## src/rtl/rom_req_arbiter.sv

```systemverilog
// -----------------------------------------------------------------------------
// rom_req_arbiter
//
// Shares one single-port synchronous boot ROM (fixed 1-cycle read latency)
// between NumReq requesters. Each cycle at most one requester is granted. The
// grant drives the ROM chip-select and address, and the granted index is
// recorded as a tag. When the ROM read-valid returns one cycle later, the read
// data is registered and routed back to the tagged requester as a one-hot
// rvalid_o. The total latency from grant to rvalid_o is two cycles.
//
// Any break of the 1-cycle latency contract sets the sticky err_o flag:
//   - a ROM valid with nothing outstanding (spurious valid), or
//   - an outstanding read with no ROM valid (lost response).
//
// Configuration macro:
//   ROM_ARB_RR_EN  defined   : round-robin arbitration. The search starts one
//                              above the last granted index and wraps.
//                  undefined : fixed priority, where the lowest index wins.
//                              No pointer register is built.
//
// Ports:
//   clk_i         in   1            clock
//   rst_ni        in   1            asynchronous active-low reset
//   req_i         in   NumReq       per-requester read request (held until granted)
//   addr_i        in   NumReq*Aw    per-requester word address, slice [k*Aw +: Aw]
//   gnt_o         out  NumReq       one-hot grant, combinational from req_i
//   rvalid_o      out  NumReq       one-hot read-data valid (registered)
//   rdata_o       out  Width        read data, broadcast (registered)
//   rom_cs_o      out  1            ROM chip select (= |gnt_o)
//   rom_addr_o    out  Aw           granted address, zero when idle
//   rom_rdata_i   in   Width        ROM read data
//   rom_dvalid_i  in   1            ROM read valid, one cycle after rom_cs_o
//   err_o         out  1            sticky protocol-error flag
// -----------------------------------------------------------------------------
module rom_req_arbiter #(
    parameter int NumReq = 2,
    parameter int Width  = 32,
    parameter int Depth  = 2048,
    parameter int Aw     = $clog2(Depth),
    parameter int IdxW   = (NumReq > 1) ? $clog2(NumReq) : 1
) (
    input  logic                 clk_i,
    input  logic                 rst_ni,
    input  logic [NumReq-1:0]    req_i,
    input  logic [NumReq*Aw-1:0] addr_i,
    output logic [NumReq-1:0]    gnt_o,
    output logic [NumReq-1:0]    rvalid_o,
    output logic [Width-1:0]     rdata_o,
    output logic                 rom_cs_o,
    output logic [Aw-1:0]        rom_addr_o,
    input  logic [Width-1:0]     rom_rdata_i,
    input  logic                 rom_dvalid_i,
    output logic                 err_o
);

    // Expands a requester index into a one-hot vector.
    function automatic logic [NumReq-1:0] onehot(input logic [IdxW-1:0] idx);
        logic [NumReq-1:0] v;
        v      = {NumReq{1'b0}};
        v[idx] = 1'b1;
        return v;
    endfunction

    logic              found_s;
    logic [IdxW-1:0]   gnt_idx_s;
    logic [NumReq-1:0] gnt_s;
    logic              rom_cs_s;
    logic [Aw-1:0]     rom_addr_s;

    logic              outstanding_r;
    logic [IdxW-1:0]   tag_r;
    logic [NumReq-1:0] rvalid_r;
    logic [Width-1:0]  rdata_r;
    logic              err_r;

`ifdef ROM_ARB_RR_EN
    logic [IdxW-1:0]   ptr_r;

    // Round-robin search: begin one above the last winner and wrap upward.
    always_comb begin
        found_s   = 1'b0;
        gnt_idx_s = {IdxW{1'b0}};
        for (int i = 0; i < NumReq; i++) begin
            int cand_v;
            cand_v = (int'(ptr_r) + 1 + i) % NumReq;
            if (!found_s && req_i[cand_v]) begin
                found_s   = 1'b1;
                gnt_idx_s = IdxW'(cand_v);
            end else begin
                found_s   = found_s;
            end
        end
    end

    // Pointer remembers the last granted index and holds on idle cycles.
    always_ff @(posedge clk_i or negedge rst_ni) begin
        if (!rst_ni) begin
            ptr_r <= IdxW'(NumReq - 1);
        end else if (rom_cs_s) begin
            ptr_r <= gnt_idx_s;
        end else begin
            ptr_r <= ptr_r;
        end
    end
`else
    // Fixed priority: scan downward so the lowest active index is assigned last and wins.
    always_comb begin
        found_s   = 1'b0;
        gnt_idx_s = {IdxW{1'b0}};
        for (int i = NumReq - 1; i >= 0; i--) begin
            if (req_i[i]) begin
                found_s   = 1'b1;
                gnt_idx_s = IdxW'(i);
            end else begin
                found_s   = found_s;
            end
        end
    end
`endif

    // Grant decode and ROM drive. Grants are suppressed while reset is
    // asserted, so nothing reaches the ROM during reset.
    always_comb begin
        gnt_s      = {NumReq{1'b0}};
        rom_cs_s   = 1'b0;
        rom_addr_s = {Aw{1'b0}};
        if (rst_ni && found_s) begin
            gnt_s      = onehot(gnt_idx_s);
            rom_cs_s   = 1'b1;
            rom_addr_s = addr_i[int'(gnt_idx_s)*Aw +: Aw];
        end else begin
            gnt_s      = {NumReq{1'b0}};
        end
    end

    // Tag pipeline, response register and sticky latency-violation detector.
    always_ff @(posedge clk_i or negedge rst_ni) begin
        if (!rst_ni) begin
            outstanding_r <= 1'b0;
            tag_r         <= {IdxW{1'b0}};
            rvalid_r      <= {NumReq{1'b0}};
            rdata_r       <= {Width{1'b0}};
            err_r         <= 1'b0;
        end else begin
            outstanding_r <= rom_cs_s;
            tag_r         <= gnt_idx_s;
            if (rom_dvalid_i && outstanding_r) begin
                rvalid_r <= onehot(tag_r);
                rdata_r  <= rom_rdata_i;
            end else begin
                rvalid_r <= {NumReq{1'b0}};
                rdata_r  <= rdata_r;
            end
            // A valid without a read in flight, or a read in flight without a valid.
            if (rom_dvalid_i != outstanding_r) begin
                err_r <= 1'b1;
            end else begin
                err_r <= err_r;
            end
        end
    end

    assign gnt_o      = gnt_s;
    assign rom_cs_o   = rom_cs_s;
    assign rom_addr_o = rom_addr_s;
    assign rvalid_o   = rvalid_r;
    assign rdata_o    = rdata_r;
    assign err_o      = err_r;

endmodule
```

## config.mk

```make
export PLATFORM = sky130hd
export DESIGN_NAME = rom_req_arbiter
export DESIGN_NICKNAME = d
export VERILOG_FILES = /design/src/rtl/rom_req_arbiter.sv
export SDC_FILE = /design/constraint.sdc
export NUM_CORES = 1
export LEC_CHECK = 0
export ABC_AREA = 1
export BUFFER_PORTS_ARGS = -buffer_cell sky130_fd_sc_hd__buf_2
export CAP_MARGIN = 20
export CORE_MARGIN = 10
export CORE_UTILIZATION = 42
export DETAILED_ROUTE_END_ITERATION = 7
export PLACE_DENSITY_LB_ADDON = 0.12
export SYNTH_ARGS = -nofsm -noshare
export SYNTH_HDL_FRONTEND = slang
export SYNTH_SLANG_ARGS = --single-unit
```

## constraint.sdc

```tcl
create_clock -name clk_i -period 1.6 [get_ports clk_i]
set_clock_uncertainty 0.2 [all_clocks]
set_input_delay 0.08 -clock clk_i [delete_from_list [all_inputs] [get_ports clk_i]]
set_output_delay 0.08 -clock clk_i [all_outputs]
set_load 0.01 [all_outputs]
```

==> run_results.csv, run 1 <==
group,metric,value,unit
grt,grt_use_total,16.1,%
synth,ys_types,12,
timing,holdWs,0.149,ns
synth,synth_area_leaders,"dfrtp_1 (56%), nand2_1 (25%), nor2_1 (5.7%)",
floorplan,die_x,82.8,um
timing,finalSetupViolCount,0,
timing,fmax,0.656,GHz
setup_path,start_kind,"input pin",
grt,grt_pass1_wl,8530,um
setup_path,max_stage_delay,0.56,ns
detailed_routing,wl_per_cell,13.9,um
grt,grt_overflow,0,
detailed_routing,postRouteAntennaNets,0,
finish,nNetsFinal,417,
setup_path,cp_max_fo,13,
clocking,cts_made_buffers,5,
setup_path,cp_top_family,"buffers and inverters",
detailed_routing,drt_wl_total,5640,um
clocking,cts_root_buffer,"clkbuf_8",
placed_design,io_buffers,107,
timing,worst_pin_slew,0.455,ns
finish,postLayoutCellArea,2680,sq um
synth,synth_fp_nets,274,
synth,synth_cells,214,
floorplan,die_h,82.8,um
placed_design,routabilityCongestion,0.860,
pwr,irDropWorstVdd,0.000574,V
synth,ys_seq_area_share,56.0,%
clocking,clk_latency,0.28,ns
detailed_routing,vias_per_cell,4.32,
detailed_routing,drtPass1Iterations,6,
timing,timing.setup.tns,0,ns
synth,yosysWarnings,0,
finish,insertedDiodeCount,0,
grt,grt_pass1_vias,1731,
setup_path,end_kind,"output port",
detailed_routing,drc,0,
timing,slew_viol_final,0,
placed_design,dp_hpwl,3840,um
timing,relSlewSlack,69.7,%
clocking,cts.clk_slew.worst_paths,0.07,ns
grt,grt_max_degree,38,
timing,fin_crit_sh,95.3,%
pwr,leakage,1.64,nW
finish,postLayoutCoreUtil,71.7,%
placed_design,numPlacedInstances,362,
job,maxCapViolCount,0,
clocking,ctsHtreeMaxLevel,2,
setup_path,cp_num_buf_inv,3,
placed_design,dp_slack,0.292,ns
finish,drive_gt1_share,35.2,%
clocking,cts_tree,"built",
pwr,powerDensity,905,nW/um^2
floorplan,num_rows,22,
timing,grt_setup_unrepaired,"false",
clocking,cts_num_sinks,37,
synth,synth_top_area_cell,"dfrtp_1",
synth,yosysTopAreaCellShare,56.0,%
timing,finalCriticalPeriod,1.52,ns
setup_path,cp_slowest_cell,"dlygate4sd3_1",
synth,synth_area,1650,sq um
finish,instances_no_fill,406,
setup_path,worstSetupPathType,"in2out",
setup_path,crit_chain,"dlygate4sd3_1 -> clkbuf_4 -> nand2_1 -> nor2_1 -> buf_2",
timing,hold_viol_final,0,
placed_design,placed_area,2220,sq um
detailed_routing,drtIter0Drc,79,
outcome,outcome,"completed",
synth,synth.avg_cell_area,7.73,sq um
hold_path,hold_path_class,"in2reg",
synth,ys_seq_elements,37,
clocking,cts_buffer_depth,2,
detailed_routing,vias,1755,
floorplan,die_area,6850,sq um
grt,antenna_found_initial,0,
floorplan,core-area,3740,sq um
timing,setup_ws,0.0755,ns
setup_path,critPathRequiredTime,1.32,ns
finish,synthToLayoutAreaGrowth,62.2,%
clocking,post_cts.repair.setup_buffers,0,
pwr,finalPower,2.43,mW
floorplan,start_util,44.2,%
floorplan,io_pins,108,
setup_path,arrival,1.24,ns
path summary, 6_finish.rpt:
check                                    to  cells after the start     startpoint  slack, ns
worst max-delay path               gnt_o[0]                      5         rst_ni       0.08
worst min-delay path                  tag_r                      4       req_i[0]       0.15
worst max register to register   rdata_o[5]                      5  outstanding_r       0.29
worst min register to register  rvalid_o[0]                      1          tag_r       0.22
max in group asynchronous        rdata_o[0]                      3         rst_ni       0.49
min in group asynchronous       rdata_o[16]                      3         rst_ni       0.39
registers in the layout, summed over array words and instances (netlist names):
| register | count |
|---|---|
| err_o | 1 |
| outstanding_r | 1 |
| rdata_o | 32 |
| rvalid_o | 2 |
| tag_r | 1 |
cells in the final DEF (no fill, tap or decap):
cell	count
nand2_1	109
buf_2	106
dfrtp_1	37
dlygate4sd3_1	35
nor2_1	25
inv_1	14
nand3_1	11
clkbuf_8	6
inv_2	3
buf_4	3
nand2_4	2
or2_2	1
ha_1	1
clkinv_4	1
clkinv_2	1
nand2_2	1
clkbuf_4	1
buf_12	1
power by group:
| group | switching, mW | leakage (nW) | internal (mW) |
|---|---|---|---|
| clock | 0.334 | 0.0512 | 0.349 |
| sequential | 0.0689 | 0.458 | 1.06 |
| combinational | 0.326 | 1.13 | 0.287 |
| total | 0.728 | 1.64 | 1.70 |
worst reg2reg max path: stages, from the launching register on:
cell	delay [ns]
dfrtp_1	0.37
ha_1	0.27
inv_2	0.10
buf_12	0.18
nand2_1	0.08
nand2_1	0.06
cells in the mapped netlist, drive strengths merged:
library cell / number
buf: 11
dfrtp: 37
ha: 1
inv: 17
nand2: 111
nand3: 11
nor2: 25
or2: 1
cell type report:
type	count	area, sq um
tap	48	60.1
sequential	37	926
inverter	17	63.8
timing repair buffer	146	931
fill	322	1060
clock buffer	6	82.6
clock inverter	2	13.8
multi-input combinational	150	606
cell families (layout without fill, tap and decap cells):
group / after synthesis / count (layout) / share of synthesized area [%]
simple gates: 148 / 149 / 34.9
fa+ha+maj: 1 / 1 / 0.756
flops: 37 / 37 / 56.0
buf+inv: 28 / 171 / 8.40
metal layers:
layer  GRT usage, %  up-vias  wire length, um
met5              0        -                0
met3           5.29        7              494
met1           18.0      770             2220
met4           4.68        0               59
li1               -      916                -
met2           28.4       62             2860
timing repair:
item	in CTS	in global routing
hold buffers	35	0
resized for setup	0	4
setup endpoints to repair	0	12
hold endpoints to repair	72	0
(Power assumes the default switching activity.)
==> run 2, diff against run 1 <==
ABC_CLOCK_PERIOD_IN_PS = 1400   (was default)
CORE_UTILIZATION = 38   (was 42)
SLEW_MARGIN = 0   (was default)
clock period = 1.4 ns   (was 1.6 ns; I/O delays follow)
==> run 2 against run 1 <==
Against the previous run: final cell count increased by 0.99%; routed wire length shrank 4.1%; first-iteration DRC count down 18%; global-route usage shrank 1.4 points; clock power is 5.6% higher; sequential power increased by 13%; utilization fell by 6.3 points; setup slack gained 0.042 ns; via count increased by 0.51%; hold slack gained 0.078 ns; register-to-register slack got worse by 0.09 ns; largest cell class unchanged.
==> run_results.csv, run 2 (same netlist as run 1, synthesis figures left out) <==
group,metric,value,unit
setup_path,cp_max_fo,25,
setup_path,critPathRequiredTime,1.42,ns
timing,worst_pin_slew,0.382,ns
setup_path,cp_num_buf_inv,4,
clocking,clk_latency,0.28,ns
timing,finalSetupViolCount,0,
finish,insertedDiodeCount,0,
floorplan,die_x,86.0,um
pwr,leakage,1.63,nW
finish,postLayoutCoreUtil,65.3,%
placed_design,io_buffers,107,
timing,fmax,0.780,GHz
detailed_routing,postRouteAntennaNets,0,
clocking,cts_num_sinks,37,
setup_path,cp_top_family,"buffers and inverters",
finish,synthToLayoutAreaGrowth,62.5,%
finish,layout_common_cells,"nand2_1 (109), buf_2 (107), dfrtp_1 (37)",
job,maxCapViolCount,0,
timing,timing.setup.tns,0,ns
clocking,cts_buffer_depth,2,
hold_path,hold_path_class,"in2async",
timing,finalCriticalPeriod,1.28,ns
detailed_routing,wl_per_cell,13.2,um
pwr,powerDensity,1010,nW/um^2
setup_path,crit_start,"rom_dvalid_i",
setup_path,max_stage_delay,0.54,ns
finish,layout_commonest_cell,"nand2_1",
grt,antenna_found_initial,0,
detailed_routing,vias,1764,
placed_design,routabilityCongestion,0.794,
setup_path,crit_chain,"dlygate4sd3_1 -> buf_2 -> ha_2 -> inv_2 -> buf_12 -> nand2_1 -> nand2_1",
floorplan,core-area,4120,sq um
setup_path,worstSetupPathType,"in2reg",
setup_path,worstReg2RegStart,"outstanding_r",
detailed_routing,drtPass1Iterations,4,
clocking,cts_root_buffer,"clkbuf_8",
setup_path,cp_slowest_cell,"dlygate4sd3_1",
finish,drive_gt1_share,35.3,%
finish,largest_reg_flops,32,
setup_path,end_kind,"flip-flop",
timing,slew_viol_final,0,
timing,fin_crit_sh,91.6,%
floorplan,start_util,40.2,%
floorplan,io_pins,108,
clocking,cts_tree,"built",
clocking,cts_made_buffers,5,
timing,relSlewSlack,74.5,%
timing,hold_viol_final,0,
grt,grt_overflow,0,
timing,grt_setup_unrepaired,"false",
detailed_routing,vias_per_cell,4.30,
floorplan,die_h,86.0,um
grt,grt_pass1_wl,8980,um
clocking,cts.clk_slew.worst_paths,0.07,ns
floorplan,die_area,7390,sq um
finish,nNetsFinal,419,
detailed_routing,drc,0,
outcome,outcome,"completed",
setup_path,start_kind,"input pin",
grt,grt_max_degree,31,
setup_path,arrival,1.31,ns
clocking,ctsHtreeMaxLevel,2,
floorplan,num_rows,23,
grt,grt_pass1_vias,1850,
grt,grt_use_total,14.7,%
setup_path,cp_common_cell,"nand2_1",
detailed_routing,drtIter0Drc,65,
pwr,irDropWorstVdd,0.000542,V
placed_design,dp_hpwl,3930,um
detailed_routing,drt_wl_total,5410,um
[run 2: cell type report]
type / count / area [sq um]
Timing Repair Buffer: 149 / 957
Clock inverter: 3 / 17.5
Clock buffer: 5 / 68.8
Multi-Input combinational cell: 149 / 592
Fill cell: 353 / 1430
Sequential cell: 37 / 926
Tap cell: 50 / 62.6
Inverter: 17 / 63.8
[run 2: worst register-to-register path, cell delays in order, from the launching register on]
cell	delay, ns
dfrtp_1	0.37
ha_2	0.20
inv_2	0.08
buf_12	0.16
nand2_1	0.06
nand2_1	0.06
[run 2: layer usage]
layer  global-route usage, %  wire length (um)
met5                       0                 0
met2                    24.8              2620
met4                    4.04                53
met3                    5.96               482
met1                    16.7              2250
[run 2: through the flow]
| stage | hold slack (ns) | total power, mW | cells | area (sq um) | worst slack (ns) |
|---|---|---|---|---|---|
| 3_5_place_dp | -0.189 | 1.93 | 366 | 2230 | 0.155 |
| 4_1_cts | 0.213 | 2.75 | 410 | 2680 | 0.0362 |
| 6_report | 0.227 | 2.71 | 410 | 2690 | 0.118 |
| 3_3_place_gp | -0.193 | 1.93 | 366 | 2230 | 0.186 |
| 5_1_grt | 0.233 | 2.89 | 410 | 2690 | 0.0389 |
| 2_1_floorplan | -0.426 | 1.60 | 214 | 1650 | 0.172 |
[run 2: worst paths after layout]
| kind | end | slack (ns) | depth (start not counted) |
|---|---|---|---|
| setup / recovery | rdata_o[20] | 0.12 | 7 |
| hold / removal | rdata_o[25] | 0.23 | 2 |
| setup reg to reg | rdata_o[20] | 0.20 | 5 |
| hold reg to reg | rvalid_o[0] | 0.24 | 1 |
| max in group asynchronous | rdata_o[20] | 0.19 | 3 |
| min in group clk_i | rvalid_o[0] | 0.24 | 1 |
[run 2: repair_timing]
| action | CTS | global route |
|---|---|---|
| resized for setup | 0 | 2 |
| endpoints found under the setup margin | 0 | 56 |
| setup buffers | 0 | 0 |
| hold buffers | 36 | 0 |
| hold endpoints to repair | 71 | 0 |
[run 2: where the power goes]
part           leakage [nW]  internal, mW  switching [mW]
Clock                0.0439         0.343           0.378
Sequential            0.458          1.21          0.0705
Combinational          1.13         0.333           0.367
Total                  1.63          1.89           0.815
==> run 3, diff against run 2 <==
CELL_PAD_IN_SITES_DETAIL_PLACEMENT = 1   (was default)
CELL_PAD_IN_SITES_GLOBAL_PLACEMENT = 1   (was default)
CORE_UTILIZATION = 25   (was 38)
==> run 3 against run 2 <==
Against the previous run: sequential cell count did not move; critical path depth fell by 1; first-iteration DRC count fell by 25%; die area rose by 39%; design area rose by 3.3%; critical endpoint is now rdata_o[14]; final cell count rose by 6.6%; clock-buffer cell count did not move; critical path type unchanged; highest routed layer unchanged; combinational power rose by 1%; clock power rose by 57%; non-clock buffer count did not move; routed wire length rose by 11%.
==> run_results.csv, run 3 (same netlist as run 1, synthesis figures left out) <==
group,metric,value,unit
setup_path,start_kind,"input pin",
setup_path,cp_common_cell,"nand2_1",
hold_path,hold_path_class,"in2reg",
clocking,post_cts.repair.setup_buffers,0,
grt,grt_overflow,0,
timing,fmax,0.764,GHz
grt,grt_use_total,11.7,%
detailed_routing,drt_wl_total,5980,um
setup_path,arrival,1.29,ns
finish,layout_commonest_cell,"nand2_1",
setup_path,r2r_end,"rdata_o[14]",
placed_design,io_buffers,107,
setup_path,cp_max_fo,17,
finish,multi_input_area,592,sq um
pwr,irDropWorstVdd,0.000756,V
placed_design,routabilityCongestion,0.695,
pwr,leakage,1.66,nW
timing,finalSetupViolCount,0,
floorplan,die_h,101,um
setup_path,worstSetupPathType,"in2reg",
finish,layout_common_cells,"nand2_1 (109), buf_2 (107), dfrtp_1 (37)",
clocking,cts_tree,"built",
finish,largest_reg_flops,32,
finish,insertedDiodeCount,0,
setup_path,critPathRequiredTime,1.39,ns
hold_path,whs_path_depth,3,
outcome,outcome,"completed",
detailed_routing,drc,0,
detailed_routing,vias_per_cell,4.14,
clocking,clk_latency,0.29,ns
setup_path,cp_slowest_cell,"dlygate4sd3_1",
setup_path,max_stage_delay,0.55,ns
finish,synthToLayoutAreaGrowth,67.9,%
floorplan,die_area,10300,sq um
floorplan,die_x,101,um
detailed_routing,drtIter0Drc,49,
floorplan,core-area,6390,sq um
floorplan,start_util,25.9,%
detailed_routing,vias,1808,
timing,slew_viol_final,0,
timing,fin_crit_sh,93.5,%
detailed_routing,postRouteAntennaNets,0,
setup_path,crit_chain,"dlygate4sd3_1 -> buf_2 -> ha_2 -> buf_4 -> nand2_1 -> nand2_1",
hold_path,hold_start,"req_i[1]",
job,maxCapViolCount,0,
finish,nNetsFinal,419,
pwr,finalPower,3.12,mW
timing,relSlewSlack,76.8,%
grt,grt_pass1_vias,1992,
setup_path,end_kind,"flip-flop",
finish,fillerInstances,813,
grt,antenna_found_initial,0,
clocking,cts_made_buffers,5,
detailed_routing,drtPass1Iterations,4,
clocking,cts_root_buffer,"clkbuf_8",
pwr,powerDensity,1120,nW/um^2
placed_design,dp_hpwl,4480,um
floorplan,io_pins,108,
finish,drive_gt1_share,35.8,%
setup_path,cp_top_family,"buffers and inverters",
clocking,cts_num_sinks,37,
finish,regArea,926,sq um
hold_path,hold_path_end,"tag_r",
timing,grt_setup_unrepaired,"false",
setup_path,ff2ff_setup_slack,0.18,ns
floorplan,num_rows,29,
grt,grt_pass1_wl,9790,um
clocking,cts_buffer_depth,2,
timing,finalCriticalPeriod,1.31,ns
timing,timing.setup.tns,0,ns
setup_path,cp_num_buf_inv,3,
setup_path,reg2reg_depth,4,
timing,worst_pin_slew,0.347,ns
timing,hold_viol_final,0,
setup_path,worstReg2RegStart,"outstanding_r",
clocking,ctsHtreeMaxLevel,2,
grt,grt_max_degree,27,
detailed_routing,wl_per_cell,13.7,um
clocking,cts.clk_slew.worst_paths,0.08,ns
-- run 3: changes by cell type in the layout (fill, tap and decap cells not counted) --
cell           change
clkinv_2           -2
inv_6              +1
buf_6              -1
buf_12             +1
buf_4              +2
bufinv_16          +2
clkinvlp_4         -1
dlygate4sd3_1      -2
-- run 3: worst min-delay path, delay by kind of cell --
| family | cells | cell delay, ns |
|---|---|---|
| buffers and inverters | 2 | 0.23 |
| AND/OR/NAND/NOR | 1 | 0.17 |
-- run 3: power breakdown --
part           switching, mW  internal (mW)  total [mW]
combinational          0.372          0.335       0.707
sequential            0.0705           1.21        1.28
clock                  0.408          0.717        1.13
-- run 3: per-layer routing --
layer  share of wire [%]  GRT usage (%)  up-vias
met3                 8.5           4.08        2
met1                  41           13.4      828
met4                0.25           3.22        0
met5                   0              0        -
met2                  50           20.0       58
li1                    -              -      920
-- run 3: layout make-up --
| class | count | share of cell area, % |
|---|---|---|
| clock buffer | 5 | 2.48 |
| clock inverter | 3 | 2.48 |
| inverter | 17 | 2.30 |
| multi-input combinational | 149 | 21.3 |
| sequential | 37 | 33.3 |
| tap | 77 | 3.47 |
| timing repair buffer | 149 | 34.6 |
-- run 3: repair_timing --
action	in CTS	in global routing
setup endpoints to repair	0	4
resized for setup	0	1
hold endpoints to repair	70	0
hold buffers	34	0
-- run 3: metrics by stage --
stage / cell area (sq um) / hold slack (ns) / std cells / util, % / setup WS [ns]
2_1_floorplan: 1650 / -0.426 / 214 / - / 0.172
3_3_place_gp: 2300 / 0.0609 / 395 / 36.0 / 0.190
3_5_place_dp: 2300 / 0.0560 / 395 / 36.0 / 0.152
4_1_cts: 2770 / 0.0116 / 437 / 43.4 / 0.0581
5_1_grt: 2780 / 0.0493 / 437 / 43.5 / 0.0313
6_report: 2780 / 0.0149 / 437 / 43.5 / 0.0906
-- run 3: worst max path at each step --
stage | start | endpoint | slack (ns) | cells past startpoint
after floorplan | outstanding_r | rdata_o[10] | 0.17 | 6
after global routing | rom_dvalid_i | rdata_o[14] | 0.03 | 6
after detailed placement | outstanding_r | rdata_o[14] | 0.15 | 4
final | rom_dvalid_i | rdata_o[14] | 0.09 | 6
after global placement | outstanding_r | rdata_o[28] | 0.19 | 4
after CTS | rom_dvalid_i | rdata_o[14] | 0.06 | 6
